`src/rtl/hazard_pkg.sv`:
```
`default_nettype none
// ============================================================================
// Module      : hazard_pkg
// Description : Shared types and constants for the pipeline hazard controller.
// Revision    : 1.0 - initial release
// ============================================================================
package hazard_pkg;

    localparam int REG_ADDR_W   = 5;
    localparam int MAX_LOAD_LAT = 15;
    localparam int REM_W        = 4;

    typedef enum logic [0:0] {
        IDLE       = 1'b0,
        LOAD_STALL = 1'b1
    } state_t;

endpackage : hazard_pkg
`default_nettype wire

```
`src/rtl/hazard_src_cmp.sv`:
```
`default_nettype none
// ============================================================================
// Module      : hazard_src_cmp
// Description : Single-source dependency compare against the EX destination.
// Revision    : 1.0 - initial release
// ============================================================================
module hazard_src_cmp #(
    parameter int ADDR_W = 5
) (
    input  logic [ADDR_W-1:0] i_rs_addr,
    input  logic              i_rs_used,
    input  logic [ADDR_W-1:0] i_rd_addr,
    output logic              o_match
);

    // x0 is hard-wired zero, so a write to it can never create a dependency
    assign o_match = i_rs_used && (i_rs_addr == i_rd_addr) && (i_rd_addr != '0);

endmodule : hazard_src_cmp
`default_nettype wire

```
`src/rtl/hazard_ctrl.sv`:
```
`default_nettype none
// ============================================================================
// Module      : hazard_ctrl
// Description : ID/EX hazard controller: load-use stall, memory freeze, flush.
//               Optional HAZARD_PERF_EN adds stall/flush event counters.
// Revision    : 1.0 - initial release
// ============================================================================
module hazard_ctrl
    import hazard_pkg::*;
#(
    parameter int ADDR_W   = REG_ADDR_W,
    parameter int NUM_SRC  = 2,
    parameter int LOAD_LAT = 1
) (
    input  logic                      clk_i,
    input  logic                      rst_i,
    input  logic [ADDR_W-1:0]         rd_addr_ex_i,
    input  logic                      mem_read_ex_i,
    input  logic [NUM_SRC*ADDR_W-1:0] rs_addr_id_i,
    input  logic [NUM_SRC-1:0]        rs_used_id_i,
    input  logic                      branch_taken_id_i,
    input  logic                      mem_stall_i,
    output logic                      pc_write_o,
    output logic                      stall_o,
    output logic                      noop_o,
    output logic                      flush_o,
    output logic                      freeze_o
`ifdef HAZARD_PERF_EN
    ,
    output logic [31:0]               load_stall_cnt_o,
    output logic [31:0]               flush_cnt_o
`endif
);

    localparam bit               c_multi    = (LOAD_LAT > 1);
    localparam logic [REM_W-1:0] c_rem_init = REM_W'(LOAD_LAT - 1);

    state_t           r_state;
    logic [REM_W-1:0] r_rem;
    logic [NUM_SRC-1:0] w_src_hit;
    logic             w_hit;
    logic             w_load_stall;

    for (genvar k = 0; k < NUM_SRC; k++) begin : g_src
        hazard_src_cmp #(
            .ADDR_W (ADDR_W)
        ) u_cmp (
            .i_rs_addr (rs_addr_id_i[k*ADDR_W +: ADDR_W]),
            .i_rs_used (rs_used_id_i[k]),
            .i_rd_addr (rd_addr_ex_i),
            .o_match   (w_src_hit[k])
        );
    end

    assign w_hit        = mem_read_ex_i && (|w_src_hit);
    // While counting down, the producing load has already left EX, so a hit is irrelevant
    assign w_load_stall = (r_state == LOAD_STALL) || w_hit;

    always_comb begin
        pc_write_o = 1'b1;
        stall_o    = 1'b0;
        noop_o     = 1'b0;
        flush_o    = 1'b0;
        freeze_o   = 1'b0;
        if (!rst_i) begin
            if (mem_stall_i) begin
                freeze_o   = 1'b1;
                pc_write_o = 1'b0;
                stall_o    = 1'b1;
            end else if (w_load_stall) begin
                pc_write_o = 1'b0;
                stall_o    = 1'b1;
                noop_o     = 1'b1;
            end else begin
                flush_o    = branch_taken_id_i;
            end
        end
    end

    // A frozen pipeline keeps state and remaining count so the stall resumes intact
    always_ff @(posedge clk_i) begin
        if (rst_i) begin
            r_state <= IDLE;
            r_rem   <= '0;
        end else if (!mem_stall_i) begin
            case (r_state)
                IDLE: begin
                    if (w_hit && c_multi) begin
                        r_state <= LOAD_STALL;
                        r_rem   <= c_rem_init;
                    end
                end
                LOAD_STALL: begin
                    r_rem <= r_rem - 1'b1;
                    if (r_rem == REM_W'(1)) begin
                        r_state <= IDLE;
                    end
                end
                default: begin
                    r_state <= IDLE;
                    r_rem   <= '0;
                end
            endcase
        end
    end

`ifdef HAZARD_PERF_EN
    logic [31:0] r_load_stall_cnt;
    logic [31:0] r_flush_cnt;

    always_ff @(posedge clk_i) begin
        if (rst_i) begin
            r_load_stall_cnt <= '0;
            r_flush_cnt      <= '0;
        end else begin
            if (noop_o)  r_load_stall_cnt <= r_load_stall_cnt + 32'd1;
            if (flush_o) r_flush_cnt      <= r_flush_cnt + 32'd1;
        end
    end

    assign load_stall_cnt_o = r_load_stall_cnt;
    assign flush_cnt_o      = r_flush_cnt;
`endif

endmodule : hazard_ctrl
`default_nettype wire

```
`config.mk`:
```
export PLATFORM = sky130hd
export DESIGN_NAME = hazard_ctrl
export DESIGN_NICKNAME = d
export VERILOG_FILES = /design/src/rtl/hazard_pkg.sv /design/src/rtl/hazard_src_cmp.sv /design/src/rtl/hazard_ctrl.sv
export SDC_FILE = /design/constraint.sdc
export NUM_CORES = 1
export LEC_CHECK = 0
export BUFFER_PORTS_ARGS = -buffer_cell sky130_fd_sc_hd__buf_2
export CORE_AREA = 2 2 39 41
export CTS_CLUSTER_SIZE = 25
export DETAILED_ROUTE_END_ITERATION = 8
export DIE_AREA = 0 0 41 43
export MAX_ROUTING_LAYER = met4
export SYNTH_ARGS = -nofsm -noshare
export SYNTH_HDL_FRONTEND = slang
export SYNTH_HIERARCHICAL = 1
export SYNTH_SLANG_ARGS = --single-unit
```
`constraint.sdc`:
```
create_clock -name clk_i -period 3.4 [get_ports clk_i]
set_input_delay 0.17 -clock clk_i [delete_from_list [all_inputs] [get_ports clk_i]]
set_output_delay 0.17 -clock clk_i [all_outputs]
set_load 0.02 [all_outputs]
```
==> flow_summary.yaml <==
route:
  wl_um: 949
  drt_iter0_drc: 1
  route.detailed.drc: 0
  highest_layer: "met3"
  ant_nets: 0
  dr.pass1.iters: 2
  vias: 457
  wl_met2_um: 458
  avgViaCountPerCell: 4.57
  wl_met1_um: 435
  wl_per_cell_um: 9.49
  dr_wl_met3_um: 56
yosys:
  yosysMostFrequentCell: "nor2_1"
  synth_cells: 55
  synth_commonest_cells: "8 x nor2_1, 7 x xor2_1, 5 x dfxtp_1"
  ys_seq_area_frac: 0.228
  synth.distinct_cells: 25
  ys_warn_count: 6
  syn-cell-area_um2: 439
  ys_seq_elements: 5
  synth-main-ff-cell: "dfxtp_1"
  synthArstFlopShare: 0
  yosysTopAreaCell: "dfxtp_1"
  syn-num-nets: 79
  synth_edf_count: 0
  synth_top_area_share: 0.228
  synth_area_leaders: "dfxtp_1 23%, xor2_1 14%, nor2_1 6.8%"
  syn_area_per_cell_um2: 7.98
floorplan:
  fp.dieH_um: 43
  coreArea_mm2: 0.00138
  io_pins: 27
  die_w_um: 41
  start_util: 0.317
  row_count: 14
  die-area_mm2: 0.00176
final_layout:
  nets: 109
  syn2layout_area_growth_pct: 39.0
  num_antenna_cells: 0
  stdcell_count: 100
  drive_above_1_share: 0.393
  final_core_util: 0.441
placement:
  routabilityCongestion: 0.706
  dp_hpwl_um: 803
  place_inst: 96
  dpl_worst_slack_ns: 1.65
  port_buffers: 26
clock_network:
  clk_path_buf_depth: 2
  cts_resized: 0
  clock-sinks: 5
  cts_tree: "yes"
  postCtsHoldBufs: 0
  clkLatencyLatePin_ns: 0.24
  post_cts_buffers: 0
  cts_buffers: 3
  clock-root-buffer: "clkbuf_4"
  clkTransAtPathRegs_ns: 0.05
  htreeDepth: 1
sta:
  slew_violations: 0
  period_minus_slack_ns: 1.73
  maxSlewHeadroom: 0.843
  worst_slack_ns: 1.67
  finalSetupTns_ns: 0
  grt_setup_unrepaired: "false"
  final_hold_viol_count: 0
  fmax_mhz: 578
  worstMarginPinSlew_ns: 0.233
  hold_ws_ns: 0.235
  setup_viol: 0
  fin_skew_ns: 0.00443
  period_share: 0.509
global_routing:
  grt_usage: 0.127
  grt_pass1_vias: 404
  antenna_found_initial: 0
  grt_max_degree: 12
  gr-total-overflow: 0
  grt_pass1_wl_mm: 1.44
worst_setup_path:
  worst-setup-path-type: "in -> out"
  startpoint_type: "input port"
  worstPathArrival_ns: 1.56
  endpoint_kind: "primary output"
  critical_path_required_ns: 3.23
  path_max_fanout: 4
power_and_ir_drop:
  swShare: 0.259
  p_int_mw: 0.122
  p_comb_frac: 0.228
  power_frac_clock: 0.414
  seq_power_share: 0.358
  static-leakage-power_nw: 0.282
  vdd_drop_max_mv: 0.116
  p_per_area_mw_per_mm2: 269
  p_sw_mw: 0.0425
worst_hold_path:
  hp-class: "in -> reg"
status:
  status: "finished clean"
job:
  maxCapViolations: 0
[flip-flops by register name, summed over array words and instances (netlist names)]
signal / cells
r_rem: 4
r_state: 1
[cells by family (layout without fill, tap and decap cells)]
family          after synthesis  in the layout  synth area share
fa+ha+maj                     2              2            0.0570
xor+xnor                     10             10             0.199
mux                           1              1            0.0342
simple gates                 25             25             0.331
flops                         5              5             0.228
compound gates                7              7             0.105
buf+inv                       5             34            0.0456
[power by group through the flow]
| stage | sequential [mW] | clock [mW] | combinational [mW] |
|---|---|---|---|
| after floorplan | 0.0599 | 0 | 0.0177 |
| after global placement | 0.0599 | 0 | 0.0373 |
| after detailed placement | 0.0599 | 0 | 0.0378 |
| after CTS | 0.0588 | 0.0713 | 0.0379 |
| after global routing | 0.0586 | 0.0766 | 0.0416 |
| final | 0.0588 | 0.0679 | 0.0374 |
[placed cells by master, fill, tap and decap left out, drive strengths merged]
cell	n
nor4	2
and3	1
nor3	4
xnor2	3
o21a	1
nor2	8
buf	26
nand3b	1
or2	2
dfxtp	5
a21o	1
a311oi	1
a211oi	1
mux2	1
xor2	7
nand2	3
and4	2
clkbuf	4
ha	2
a21oi	1
inv	4
o21ai	2
nor2b	2
[per-stage QoR]
step | cell area, µm² | power [mW]
finish | 611 | 0.164
global route | 611 | 0.177
CTS | 611 | 0.168
detailed placement | 584 | 0.0977
global placement | 584 | 0.0972
floorplan | 439 | 0.0776
[worst max-delay path, stage by stage]
cell and delay (ns):
buf_2 0.11, nor4_1 0.27, o21ai_0 0.13, and4_1 0.18, o21a_1 0.18, nor2_1 0.18, and3_1 0.18, buf_2 0.15
[worst paths after layout]
kind / start / to / slack [ns] / depth (start not counted)
hold reg to reg: r_state / r_state / 0.47 / 2
setup / recovery: rs_addr_id_i[5] / flush_o / 1.67 / 8
hold / removal: rst_i / r_rem[0] / 0.24 / 2
setup reg to reg: r_rem[0] / r_rem[2] / 2.32 / 5
[area by class of cell]
| cell class | instances | area [µm²] |
|---|---|---|
| Multi-Input combinational cell | 45 | 319 |
| Inverter | 4 | 15.0 |
| Fill cell | 144 | 773 |
| Tap cell | 16 | 20.0 |
| Sequential cell | 5 | 100 |
| Timing Repair Buffer | 26 | 130 |
| Clock buffer | 4 | 26.3 |
[per-layer routing]
metal  vias to the layer above  global-route usage
met1                       200               0.123
li1                        246                   -
met3                         0              0.0471
met4                         0              0.0800
met2                        11               0.200
met5                         -                   -
(Power assumes the default switching activity.)
